**config.mk**
```make
export PLATFORM = sky130hd
export DESIGN_NAME = rv2t_csr_mmode
export DESIGN_NICKNAME = d
export VERILOG_FILES = /design/src/rtl/rv2t_csr_mmode_pkg.sv /design/src/rtl/rv2t_csr_counter.sv /design/src/rtl/rv2t_csr_mmode.sv
export SDC_FILE = /design/constraint.sdc
export NUM_CORES = 1
export LEC_CHECK = 0
export ABC_AREA = 1
export BUFFER_PORTS_ARGS = -buffer_cell sky130_fd_sc_hd__buf_2
export CAP_MARGIN = 20
export CORE_ASPECT_RATIO = 2
export CORE_UTILIZATION = 50
export DETAILED_ROUTE_END_ITERATION = 16
export HOLD_SLACK_MARGIN = 0.06
export PLACE_DENSITY = 0.68
export SLEW_MARGIN = 20
export SYNTH_ARGS = -nofsm -noshare
export SYNTH_HDL_FRONTEND = slang
export SYNTH_SLANG_ARGS = --single-unit
```
**constraint.sdc**
```tcl
create_clock -name clk -period 3.3 [get_ports clk]
set_input_delay 0.33 -clock clk [delete_from_list [all_inputs] [get_ports clk]]
set_output_delay 0.33 -clock clk [all_outputs]
set_load 0.005 [all_outputs]
```
**src/rtl/rv2t_csr_mmode_pkg.sv**
```systemverilog
// Shared constants for the machine-mode CSR block: CSR addresses, write
// operation encodings, interrupt cause codes, mstatus bit positions and
// the fixed identification values.
package rv2t_csr_mmode_pkg;

   localparam logic [11:0] CSR_MSTATUS       = 12'h300;
   localparam logic [11:0] CSR_MISA          = 12'h301;
   localparam logic [11:0] CSR_MIE           = 12'h304;
   localparam logic [11:0] CSR_MTVEC         = 12'h305;
   localparam logic [11:0] CSR_MCOUNTINHIBIT = 12'h320;
   localparam logic [11:0] CSR_MSCRATCH      = 12'h340;
   localparam logic [11:0] CSR_MEPC          = 12'h341;
   localparam logic [11:0] CSR_MCAUSE        = 12'h342;
   localparam logic [11:0] CSR_MTVAL         = 12'h343;
   localparam logic [11:0] CSR_MIP           = 12'h344;
   localparam logic [11:0] CSR_MCYCLE        = 12'hB00;
   localparam logic [11:0] CSR_MINSTRET      = 12'hB02;
   localparam logic [11:0] CSR_MCYCLEH       = 12'hB80;
   localparam logic [11:0] CSR_MINSTRETH     = 12'hB82;
   localparam logic [11:0] CSR_MVENDORID     = 12'hF11;
   localparam logic [11:0] CSR_MARCHID       = 12'hF12;
   localparam logic [11:0] CSR_MIMPID        = 12'hF13;
   localparam logic [11:0] CSR_MHARTID       = 12'hF14;

   typedef enum logic [1:0] {
      WOP_WRITE = 2'b00,
      WOP_SET   = 2'b01,
      WOP_CLEAR = 2'b10,
      WOP_RSVD  = 2'b11
   } wop_e;

   localparam logic [4:0] IRQ_MSI       = 5'd3;
   localparam logic [4:0] IRQ_MTI       = 5'd7;
   localparam logic [4:0] IRQ_MEI       = 5'd11;
   localparam int         IRQ_PLAT_BASE = 16;

   localparam int MSTATUS_MIE_BIT  = 3;
   localparam int MSTATUS_MPIE_BIT = 7;

   localparam logic [31:0] ID_VENDOR = 32'h0000_0000;
   localparam logic [31:0] ID_ARCH   = 32'h0000_0000;
   localparam logic [31:0] ID_IMP    = 32'h0000_0001;
   localparam logic [31:0] ID_HART   = 32'h0000_0000;
   // misa extension field: base integer ISA only (bit 8, 'I')
   localparam logic [25:0] MISA_EXT  = 26'h000_0100;

endpackage

```
**src/rtl/rv2t_csr_counter.sv**
```systemverilog
// Free-running CSR counter (mcycle / minstret style). Low and high XLEN
// halves are separately writable; a write wins over the same-cycle increment.
module rv2t_csr_counter
   import rv2t_csr_mmode_pkg::*;
#(
   parameter int XLEN  = 32,
   parameter int WIDTH = 64
) (
   input  logic            clk,
   input  logic            reset_n,
   input  logic            sync_reset,
   input  logic            i_inc,
   input  logic            i_inhibit,
   input  logic            i_wr_lo,
   input  logic            i_wr_hi,
   input  logic [XLEN-1:0] i_wdata,
   output logic [XLEN-1:0] o_lo,
   output logic [XLEN-1:0] o_hi
);

   localparam int HI_BITS = WIDTH - XLEN;

   logic [WIDTH-1:0] r_count;
   // Upper operand bits are dropped when the counter is narrower than 2*XLEN
   logic             w_unused_wdata;

   assign w_unused_wdata = ^i_wdata;

   // Count, with half-word writes overriding the increment
   always_ff @(posedge clk or negedge reset_n) begin
      if (!reset_n) begin
         r_count <= '0;
      end else if (sync_reset) begin
         r_count <= '0;
      end else if (i_wr_lo) begin
         r_count[XLEN-1:0] <= i_wdata;
      end else if (i_wr_hi) begin
         r_count[WIDTH-1:XLEN] <= i_wdata[HI_BITS-1:0];
      end else if (i_inc && !i_inhibit) begin
         r_count <= r_count + 1'b1;
      end
   end

   assign o_lo = r_count[XLEN-1:0];
   assign o_hi = XLEN'(r_count[WIDTH-1:XLEN]);

endmodule

```
**src/rtl/rv2t_csr_mmode.sv**
```systemverilog
// Machine-mode CSR file for a small RV32 core: trap entry/return, interrupt
// pending/enable with cause selection, mtvec target computation and the
// cycle/instret counters. Reads are registered (one cycle latency); any
// illegal access suppresses both the read response and the write.
module rv2t_csr_mmode
   import rv2t_csr_mmode_pkg::*;
#(
   parameter int XLEN             = 32,
   parameter int COUNTER_BITS     = 64,
   parameter int NUM_PLATFORM_IRQ = 4,
   parameter int VECTORED_EN      = 1,
   localparam int PIRQ_W          = (NUM_PLATFORM_IRQ > 0) ? NUM_PLATFORM_IRQ : 1
) (
   input  logic              clk,
   input  logic              reset_n,
   input  logic              sync_reset,
   input  logic              exe_enable,
   input  logic              read_enable,
   input  logic [11:0]       read_addr,
   output logic              read_en_out,
   output logic [XLEN-1:0]   read_data_out,
   input  logic              write_enable,
   input  logic [11:0]       write_addr,
   input  logic [XLEN-1:0]   write_data_in,
   input  logic [1:0]        write_op,
   input  logic              timer_triggered,
   input  logic              sw_irq,
   input  logic              ext_irq,
   input  logic [PIRQ_W-1:0] platform_irq,
   input  logic              activate_exception,
   input  logic              is_interrupt,
   input  logic [3:0]        exception_code,
   input  logic [XLEN-1:0]   exception_PC,
   input  logic [XLEN-1:0]   exception_addr,
   input  logic              mret,
   output logic              illegal_access,
   output logic [XLEN-1:0]   mtvec_out,
   output logic [XLEN-1:0]   mepc_out,
   output logic [XLEN-1:0]   trap_addr_out,
   output logic              irq_req_out,
   output logic [4:0]        irq_code_out
);

   localparam logic [XLEN-1:0] PLAT_MASK =
      ((XLEN'(1) << NUM_PLATFORM_IRQ) - XLEN'(1)) << IRQ_PLAT_BASE;
   localparam logic [XLEN-1:0] MIE_MASK = XLEN'(32'h0000_0888) | PLAT_MASK;
   localparam logic [XLEN-1:0] MISA_VAL = (XLEN'(1) << (XLEN - 2)) | XLEN'(MISA_EXT);

   logic            r_mstatus_mie;
   logic            r_mstatus_mpie;
   logic [XLEN-1:0] r_mie;
   logic [XLEN-1:0] r_mtvec;
   logic [XLEN-1:0] r_mscratch;
   logic [XLEN-1:0] r_mepc;
   logic [XLEN-1:0] r_mcause;
   logic [XLEN-1:0] r_mtval;
   logic            r_mtip;
   logic            r_timer_q;
   logic            r_inhibit_cy;
   logic            r_inhibit_ir;
   logic            r_rd_en;
   logic [XLEN-1:0] r_rd_data;
   logic            r_illegal;

   logic [XLEN-1:0] w_mstatus;
   logic [XLEN-1:0] w_mip;
   logic [XLEN-1:0] w_mcountinhibit;
   logic [XLEN-1:0] w_cy_lo, w_cy_hi, w_ir_lo, w_ir_hi;
   logic [XLEN:0]   w_rd_lookup;
   logic [XLEN:0]   w_wr_lookup;
   logic            w_rw_slot;
   logic            w_rd_req, w_wr_req;
   logic            w_wr_legal;
   logic            w_illegal;
   logic            w_rd_fire, w_wr_fire;
   logic [XLEN-1:0] w_wr_old;
   logic [XLEN-1:0] w_wr_value;
   logic            w_timer_rise;
   logic [XLEN-1:0] w_pend;
   logic [XLEN-1:0] w_base;

   // Returns {implemented, current value} for a CSR address
   function automatic logic [XLEN:0] csr_lookup(input logic [11:0] addr);
      logic [XLEN:0] res;
      res = '0;
      case (addr)
         CSR_MVENDORID:     res = {1'b1, XLEN'(ID_VENDOR)};
         CSR_MARCHID:       res = {1'b1, XLEN'(ID_ARCH)};
         CSR_MIMPID:        res = {1'b1, XLEN'(ID_IMP)};
         CSR_MHARTID:       res = {1'b1, XLEN'(ID_HART)};
         CSR_MISA:          res = {1'b1, MISA_VAL};
         CSR_MSTATUS:       res = {1'b1, w_mstatus};
         CSR_MIE:           res = {1'b1, r_mie};
         CSR_MIP:           res = {1'b1, w_mip};
         CSR_MTVEC:         res = {1'b1, r_mtvec};
         CSR_MSCRATCH:      res = {1'b1, r_mscratch};
         CSR_MEPC:          res = {1'b1, r_mepc};
         CSR_MCAUSE:        res = {1'b1, r_mcause};
         CSR_MTVAL:         res = {1'b1, r_mtval};
         CSR_MCOUNTINHIBIT: res = {1'b1, w_mcountinhibit};
         CSR_MCYCLE:        res = {1'b1, w_cy_lo};
         CSR_MCYCLEH:       res = {1'b1, w_cy_hi};
         CSR_MINSTRET:      res = {1'b1, w_ir_lo};
         CSR_MINSTRETH:     res = {1'b1, w_ir_hi};
         default:           res = '0;
      endcase
      return res;
   endfunction

   // Read-only views assembled from live inputs and stored bits
   always_comb begin
      w_mstatus                   = '0;
      w_mstatus[12:11]            = 2'b11;
      w_mstatus[MSTATUS_MPIE_BIT] = r_mstatus_mpie;
      w_mstatus[MSTATUS_MIE_BIT]  = r_mstatus_mie;
      w_mcountinhibit             = '0;
      w_mcountinhibit[0]          = r_inhibit_cy;
      w_mcountinhibit[2]          = r_inhibit_ir;
      w_mip                       = '0;
      w_mip[3]                    = sw_irq;
      w_mip[7]                    = r_mtip;
      w_mip[11]                   = ext_irq;
      for (int i = 0; i < NUM_PLATFORM_IRQ; i++) begin
         w_mip[IRQ_PLAT_BASE + i] = platform_irq[i];
      end
   end

   // Request arbitration: trap entry and mret pre-empt CSR accesses
   always_comb begin
      w_rd_lookup = csr_lookup(read_addr);
      w_wr_lookup = csr_lookup(write_addr);
      w_rw_slot   = !activate_exception && !mret;
      w_rd_req    = w_rw_slot && read_enable;
      w_wr_req    = w_rw_slot && write_enable;
      w_wr_legal  = w_wr_lookup[XLEN] && (write_addr[11:10] != 2'b11);
      w_illegal   = (w_rd_req && !w_rd_lookup[XLEN]) || (w_wr_req && !w_wr_legal);
      w_rd_fire   = w_rd_req && !w_illegal;
      w_wr_fire   = w_wr_req && !w_illegal;
      w_wr_old    = w_wr_lookup[XLEN-1:0];
   end

   // CSRRW / CSRRS / CSRRC operand merge; reserved encoding behaves as write
   always_comb begin
      w_wr_value = write_data_in;
      case (wop_e'(write_op))
         WOP_SET:   w_wr_value = w_wr_old | write_data_in;
         WOP_CLEAR: w_wr_value = w_wr_old & ~write_data_in;
         default:   w_wr_value = write_data_in;
      endcase
   end

   assign w_timer_rise = timer_triggered && !r_timer_q;

   // mstatus interrupt-enable stack: trap pushes, mret pops, else CSR write
   always_ff @(posedge clk or negedge reset_n) begin
      if (!reset_n) begin
         r_mstatus_mie  <= 1'b0;
         r_mstatus_mpie <= 1'b0;
      end else if (sync_reset) begin
         r_mstatus_mie  <= 1'b0;
         r_mstatus_mpie <= 1'b0;
      end else if (activate_exception) begin
         r_mstatus_mpie <= r_mstatus_mie;
         r_mstatus_mie  <= 1'b0;
      end else if (mret) begin
         r_mstatus_mie  <= r_mstatus_mpie;
         r_mstatus_mpie <= 1'b1;
      end else if (w_wr_fire && write_addr == CSR_MSTATUS) begin
         r_mstatus_mie  <= w_wr_value[MSTATUS_MIE_BIT];
         r_mstatus_mpie <= w_wr_value[MSTATUS_MPIE_BIT];
      end
   end

   // Trap-cause registers: loaded on trap entry, otherwise CSR-writable
   always_ff @(posedge clk or negedge reset_n) begin
      if (!reset_n) begin
         r_mepc   <= '0;
         r_mcause <= '0;
         r_mtval  <= '0;
      end else if (sync_reset) begin
         r_mepc   <= '0;
         r_mcause <= '0;
         r_mtval  <= '0;
      end else if (activate_exception) begin
         r_mepc   <= {exception_PC[XLEN-1:1], 1'b0};
         r_mcause <= {is_interrupt, {(XLEN-5){1'b0}}, exception_code};
         r_mtval  <= exception_addr;
      end else if (w_wr_fire) begin
         if (write_addr == CSR_MEPC)   r_mepc   <= {w_wr_value[XLEN-1:1], 1'b0};
         if (write_addr == CSR_MCAUSE) r_mcause <= w_wr_value;
         if (write_addr == CSR_MTVAL)  r_mtval  <= w_wr_value;
      end
   end

   // Plain configuration CSRs; mtvec mode is WARL (only direct or vectored)
   always_ff @(posedge clk or negedge reset_n) begin
      if (!reset_n) begin
         r_mie        <= '0;
         r_mtvec      <= '0;
         r_mscratch   <= '0;
         r_inhibit_cy <= 1'b0;
         r_inhibit_ir <= 1'b0;
      end else if (sync_reset) begin
         r_mie        <= '0;
         r_mtvec      <= '0;
         r_mscratch   <= '0;
         r_inhibit_cy <= 1'b0;
         r_inhibit_ir <= 1'b0;
      end else if (w_wr_fire) begin
         if (write_addr == CSR_MIE) r_mie <= w_wr_value & MIE_MASK;
         if (write_addr == CSR_MTVEC) begin
            r_mtvec <= {w_wr_value[XLEN-1:2],
                        (VECTORED_EN != 0 && w_wr_value[1:0] == 2'b01) ? 2'b01 : 2'b00};
         end
         if (write_addr == CSR_MSCRATCH) r_mscratch <= w_wr_value;
         if (write_addr == CSR_MCOUNTINHIBIT) begin
            r_inhibit_cy <= w_wr_value[0];
            r_inhibit_ir <= w_wr_value[2];
         end
      end
   end

   // MTIP: set by a timer rising edge, which beats a same-cycle clear
   always_ff @(posedge clk or negedge reset_n) begin
      if (!reset_n) begin
         r_timer_q <= 1'b0;
         r_mtip    <= 1'b0;
      end else if (sync_reset) begin
         r_timer_q <= 1'b0;
         r_mtip    <= 1'b0;
      end else begin
         r_timer_q <= timer_triggered;
         if (w_timer_rise) begin
            r_mtip <= 1'b1;
         end else if (w_wr_fire && write_addr == CSR_MIP) begin
            r_mtip <= w_wr_value[7];
         end
      end
   end

   // Registered read response and illegal-access pulse
   always_ff @(posedge clk or negedge reset_n) begin
      if (!reset_n) begin
         r_rd_en   <= 1'b0;
         r_rd_data <= '0;
         r_illegal <= 1'b0;
      end else if (sync_reset) begin
         r_rd_en   <= 1'b0;
         r_rd_data <= '0;
         r_illegal <= 1'b0;
      end else begin
         r_rd_en   <= w_rd_fire;
         r_illegal <= w_illegal;
         if (w_rd_fire) r_rd_data <= w_rd_lookup[XLEN-1:0];
      end
   end

   rv2t_csr_counter #(.XLEN(XLEN), .WIDTH(COUNTER_BITS)) u_mcycle (
      .clk        (clk),
      .reset_n    (reset_n),
      .sync_reset (sync_reset),
      .i_inc      (1'b1),
      .i_inhibit  (r_inhibit_cy),
      .i_wr_lo    (w_wr_fire && write_addr == CSR_MCYCLE),
      .i_wr_hi    (w_wr_fire && write_addr == CSR_MCYCLEH),
      .i_wdata    (w_wr_value),
      .o_lo       (w_cy_lo),
      .o_hi       (w_cy_hi)
   );

   rv2t_csr_counter #(.XLEN(XLEN), .WIDTH(COUNTER_BITS)) u_minstret (
      .clk        (clk),
      .reset_n    (reset_n),
      .sync_reset (sync_reset),
      .i_inc      (exe_enable),
      .i_inhibit  (r_inhibit_ir),
      .i_wr_lo    (w_wr_fire && write_addr == CSR_MINSTRET),
      .i_wr_hi    (w_wr_fire && write_addr == CSR_MINSTRETH),
      .i_wdata    (w_wr_value),
      .o_lo       (w_ir_lo),
      .o_hi       (w_ir_hi)
   );

   // Interrupt request and cause: MEI > MSI > MTI > lowest platform line
   always_comb begin
      w_pend       = w_mip & r_mie;
      irq_req_out  = r_mstatus_mie && (|w_pend);
      irq_code_out = 5'd0;
      for (int i = NUM_PLATFORM_IRQ - 1; i >= 0; i--) begin
         if (w_pend[IRQ_PLAT_BASE + i]) irq_code_out = 5'(IRQ_PLAT_BASE + i);
      end
      if (w_pend[7])  irq_code_out = IRQ_MTI;
      if (w_pend[3])  irq_code_out = IRQ_MSI;
      if (w_pend[11]) irq_code_out = IRQ_MEI;
   end

   // Trap target: vectored offset applies to interrupts only
   always_comb begin
      w_base        = {r_mtvec[XLEN-1:2], 2'b00};
      trap_addr_out = w_base;
      if (r_mtvec[1:0] == 2'b01 && is_interrupt) begin
         trap_addr_out = w_base + XLEN'({exception_code, 2'b00});
      end
   end

   assign read_en_out    = r_rd_en;
   assign read_data_out  = r_rd_data;
   assign illegal_access = r_illegal;
   assign mtvec_out      = r_mtvec;
   assign mepc_out       = r_mepc;

endmodule

```
==> run_results.csv, run 1 <==
group,metric,value,unit
logic_synthesis,synth-adder-area-share,0.478,%
status,stop_stage,"global routing",
die,pin_count,278,
logic_synthesis,synth.ff_latch_count,333,
die,die_h,319,µm
die,floorplan.initialDensity,50.9,%
clock_tree,cts.htree.levels,2,
clock_tree,numCtsBuffers,35,
clock_tree,cts-root-to-sink-buffers,3,
logic_synthesis,synth_compound_area_share,14.0,%
logic_synthesis,synthSimpleGateAreaFrac,38.3,%
grt,grt_max_degree,79,
grt,vias_in_the_first_global_route,37300,
logic_synthesis,netlist_area_before_placement,25100,µm²
status,error,"[ERROR GRT-0116] Global routing finished with congestion. Check the congestion regions in the DRC Viewer.",
logic_synthesis,synth_sequential_area_ratio,33.2,%
logic_synthesis,synth.mux.area_fraction,0,%
placement,numPortBuffers,272,
logic_synthesis,synthesis.instances,3920,
logic_synthesis,ys_async_sr_fraction,100,%
placement,place_congestion,1.28,
status,outcome,"aborted with a tool error",
logic_synthesis,yosysUniqueCellTypes,51,
logic_synthesis,yosys.area_share.xor_xnor,4.57,%
grt,grt_use_total,80.7,%
grt,global_route.overflow_total,1188,
logic_synthesis,ys_dominant_reg_cell,"sky130_fd_sc_hd__dfrtp_1",
clock_tree,cts.sinks,333,
logic_synthesis,synth_edf_count,0,
grt,grt_pass1_wl,308000,µm
clock_tree,ctsRootBufferMaster,"sky130_fd_sc_hd__clkbuf_16",
die,row_count,115,
logic_synthesis,synth.avg_cell_area,6.41,µm²
logic_synthesis,synth_top_family_by_area,"simple AND/OR/NAND/NOR gates",
placement,dp_hpwl,135000,µm
die,die_width,160,µm
logic_synthesis,yosysWarnings,0,
[cells in the mapped netlist, drive strengths merged, types with 8 or more instances]
| cell | instances | area share, % |
|---|---|---|
| inv | 408 | 6.1 |
| a221oi | 42 | 1.5 |
| dfrtp | 333 | 33 |
| a21oi | 83 | 1.7 |
| nand3 | 349 | 7.2 |
| ha | 8 | 0.40 |
| o22ai | 103 | 2.6 |
| nor2 | 371 | 6.2 |
| nor3 | 86 | 1.7 |
| buf | 87 | 2.0 |
| nand4 | 68 | 1.9 |
| nand2 | 1324 | 20 |
| o2111ai | 9 | 0.31 |
| nand3b | 10 | 0.30 |
| nor4 | 26 | 0.65 |
| xor2 | 124 | 4.3 |
| o21ai | 361 | 7.6 |
| clkbuf | 88 | 1.3 |
[through the flow]
stage / std cells / worst slack (ns) / cell area (µm²)
after detailed placement: 4930 / 0.160 / 28700
after CTS: 5016 / 0.0376 / 30200
after floorplan: 3923 / 0.475 / 25100
after global placement: 4930 / 0.209 / 28700
[layer usage]
metal / overflow / track usage, %
met4: 309 / 82.9
met5: 7 / 22.8
met3: 17 / 60.8
met1: 10 / 78.9
met2: 845 / 102
[repair_timing]
action	4_1_cts
endpoints found under the setup margin	5
hold endpoints to repair	91
hold buffers	24
buffers inserted	1
cloned	0
resized for setup	6
pin swaps	1
[cells by family after synthesis]
logic type | count (synthesis)
DFF | 333
xor gates and xnor gates | 131
buffers and inverters | 587
adders and majority gates | 9
and+or+nand+nor | 2248
other | 1
AOI/OAI and AO/OA | 611
==> run 2, diff against run 1 <==
- CORE_ASPECT_RATIO: 2 -> unset
- CORE_UTILIZATION: 50 -> 35
- HOLD_SLACK_MARGIN: 0.06 -> unset
- PLACE_DENSITY: 0.68 -> unset
- PLACE_DENSITY_LB_ADDON: unset -> 0.15
==> run_results.csv, run 2 <==
group,metric,value,unit
clock_tree,cts_tree,"done",
grt,grt_max_degree,91,
status,outcome,"complete, no violations",
detailed_routing,dr_total_vias,32500,
die,floorplan.initialDensity,35.6,%
sta,hold_viol_final,0,
placement,place_congestion,1.15,
clock_tree,numCtsBuffers,43,
pwr,power.density,355,nW/µm²
sta,slew-limit-headroom,34.9,%
final_layout,commonest_cells_after_routing_fill_and_taps_aside,"sky130_fd_sc_hd__nand2_1 (1310), sky130_fd_sc_hd__inv_1 (391), sky130_fd_sc_hd__nor2_1 (337), sky130_fd_sc_hd__nand3_1 (335), sky130_fd_sc_hd__dfrtp_1 (332)",
pwr,design_power_total,11.2,mW
final_layout,layout.cells.most_common,"sky130_fd_sc_hd__nand2_1",
clock_tree,worst_skew_pair.late_latency,0.62,ns
die,die_area,72800,µm²
sta,finalWorstPathRequiredPeriod,3.24,ns
sta,tightest_slew,0.977,ns
clock_tree,clk_pin_slew_worst_paths,0.06,ns
detailed_routing,routed_via_density,6.03,
logic_synthesis,yosysWarnings,0,
detailed_routing,detail_route.wl_per_cell,34.1,µm
grt,global_route.overflow_total,0,
detailed_routing,firstDrtPassIters,6,
pwr,max-vdd-ir-drop,0.000381,V
logic_synthesis,synth_top_cells_by_count,"sky130_fd_sc_hd__nand2_1 (1312), sky130_fd_sc_hd__inv_1 (393), sky130_fd_sc_hd__nor2_1 (341)",
logic_synthesis,yosysTopAreaCellShare,33.2,%
die,pin_count,278,
worst_setup_path,path_max_fanout,3,
sta,timing.final.max_slew_violations,0,
worst_setup_path,cp_startpoint_kind,"flop",
worst_setup_path,cp_slowest_stage_delay,0.40,ns
sta,crit_share_post_route,98.1,%
logic_synthesis,synth.avg_cell_area,6.41,µm²
worst_setup_path,criticalPathCategory,"flop to output port",
logic_synthesis,yosysUniqueCellTypes,51,
worst_setup_path,critPathArrivalTime,2.91,ns
placement,numPortBuffers,272,
sta,achievable-frequency,309,MHz
die,die_h,270,µm
logic_synthesis,synth.ff_latch_count,333,
final_layout,number_of_nets_in_the_finished_design,4558,
logic_synthesis,synth_edf_count,0,
detailed_routing,drt-initial-drc-count,4877,
logic_synthesis,synth_largest_area_cell,"sky130_fd_sc_hd__dfrtp_1",
clock_tree,ctsRootBufferMaster,"sky130_fd_sc_hd__clkbuf_16",
clock_tree,cts.htree.levels,2,
grt,grt_use_total,49.4,%
sta,fin_worst_hold_slack,0.00635,ns
logic_synthesis,ys_async_sr_fraction,100,%
die,row_count,97,
logic_synthesis,ys_dominant_reg_cell,"sky130_fd_sc_hd__dfrtp_1",
worst_setup_path,critical-path-top-delay-family,"simple AND/OR/NAND/NOR gates",
die,die_width,270,µm
final_layout,flow.area_growth_from_synthesis,25.5,%
final_layout,post_layout_nonfiller_instances,5390,
logic_synthesis,synthesis.instances,3920,
worst_setup_path,crit_path_cell_trace,"ha_2, inv_2, fa_2, o21ai_2, buf_6, nand4_1, nor4_2, nand2_1, nor3_2, xor2_1, buf_2",
placement,dp_hpwl,148000,µm
grt,vias_in_the_first_global_route,29300,
final_layout,nFillCells,7550,
logic_synthesis,synth_sequential_area_ratio,33.2,%
logic_synthesis,netlist_area_before_placement,25100,µm²
sta,setup_violations,0,
grt,grt_pass1_wl,247000,µm
sta,final.setup_skew,0.0492,ns
detailed_routing,drt-total-wl,184000,µm
grt,antenna_found_initial,31,
sta,layout_setup_ws,0.0631,ns
placement,place_worst_setup_slack,0.0319,ns
detailed_routing,ant_nets,0,
clock_tree,cts-root-to-sink-buffers,3,
worst_setup_path,setup.worst_path.end_class,"output port",
worst_setup_path,timing.critical_path.required,2.97,ns
final_layout,ratio_of_cells_with_drive_above_1_in_the_final_layout,18.0,%
final_layout,largest_registers,"u_mcycle.r_count (64), u_minstret.r_count (64)",
sta,grt_setup_unrepaired,"true",
min_path,worstHoldPathType,"primary input to flop",
placement,post-place-cells,5286,
detailed_routing,route.detailed.drc,0,
worst_setup_path,crit_path_top_delay_cell,"sky130_fd_sc_hd__fa_2",
logic_synthesis,synth_area_leaders,"sky130_fd_sc_hd__dfrtp_1 (33%), sky130_fd_sc_hd__nand2_1 (20%), sky130_fd_sc_hd__nand3_1 (6.7%)",
job,max_cap_violations,0,
logic_synthesis,synthMostInstantiatedCell,"sky130_fd_sc_hd__nand2_1",
pwr,leakagePower,15.4,nW
clock_tree,cts.sinks,333,
die,core_area,70500,µm²
worst_setup_path,crit_buf_inv,3,
-- run 2: final cells by class --
class	count	area [µm²]	share of cell area, %
multi-input combinational	3003	14500	46.1
sequential	333	8330	26.5
clock buffer	61	1240	3.95
tap	940	1180	3.73
clock inverter	16	149	0.473
inverter	412	1550	4.92
timing repair buffer	614	4500	14.3
antenna	11	27.5	0.0874
-- run 2: final timing paths --
path,from,to,slack (ns),cells after the start
hold / removal,exception_PC[17],mepc_out[17],0.006,3
min in group asynchronous,reset_n,r_timer_q,0.38,2
hold reg to reg,read_data_out[4],read_data_out[4],0.46,2
max in group asynchronous,reset_n,u_mcycle.r_count[11],1.95,3
setup reg to reg,u_mcycle.r_count[7],u_mcycle.r_count[61],0.40,12
setup / recovery,mtvec_out[2],trap_addr_out[30],0.06,11
-- run 2: worst register-to-register path: stages (launching register included) --
cell	delay, ns
sky130_fd_sc_hd__dfrtp_1	0.61
sky130_fd_sc_hd__nand2_1	0.18
sky130_fd_sc_hd__nor2_1	0.17
sky130_fd_sc_hd__nand3_1	0.24
sky130_fd_sc_hd__nor2_1	0.26
sky130_fd_sc_hd__nand2_1	0.18
sky130_fd_sc_hd__nor3_1	0.23
sky130_fd_sc_hd__buf_4	0.23
sky130_fd_sc_hd__xor2_1	0.31
sky130_fd_sc_hd__buf_4	0.19
sky130_fd_sc_hd__nand2_1	0.06
sky130_fd_sc_hd__nand3_1	0.09
sky130_fd_sc_hd__o21ai_0	0.07
-- run 2: power breakdown --
part / switching [mW] / leakage, nW / total, mW / internal [mW]
registers: 0.244 / 4.53 / 4.48 / 4.23
clock network: 2.07 / 0.697 / 4.85 / 2.78
logic: 1.33 / 10.1 / 1.86 / 0.538
total: 3.64 / 15.4 / 11.2 / 7.55
-- run 2: layer usage --
layer	track usage [%]	wire [µm]
met1	63.0	70500
met2	70.6	74500
met3	17.1	24100
met4	31.9	14400
met5	0.526	266
-- run 2: through the flow --
step	instance area (µm²)	utilization [%]	setup TNS (ns)
floorplan	25100	-	0
global route	31500	44.6	-0.107
detailed placement	29800	42.3	0
CTS	31400	44.6	-0.0346
global placement	29800	42.3	0
finish	31500	44.7	0
-- run 2: cell families after synthesis --
logic type	synth area share, %
adder cells (fa/ha/maj)	0.478
other	0.0149
flip-flops	33.2
buffers and inverters	9.48
XOR/XNOR	4.57
AND/OR/NAND/NOR	38.3
AO/OA/AOI/OAI	14.0
-- run 2: repair_timing --
action,4_1_cts,5_1_grt
cloned,0,0
resized for setup,18,5
buffers inserted,6,3
hold endpoints to repair,86,0
endpoints found under the setup margin,10,8
pin swaps,6,2
hold buffers,7,0
No activity file was read; power rests on OpenSTA's default activity.
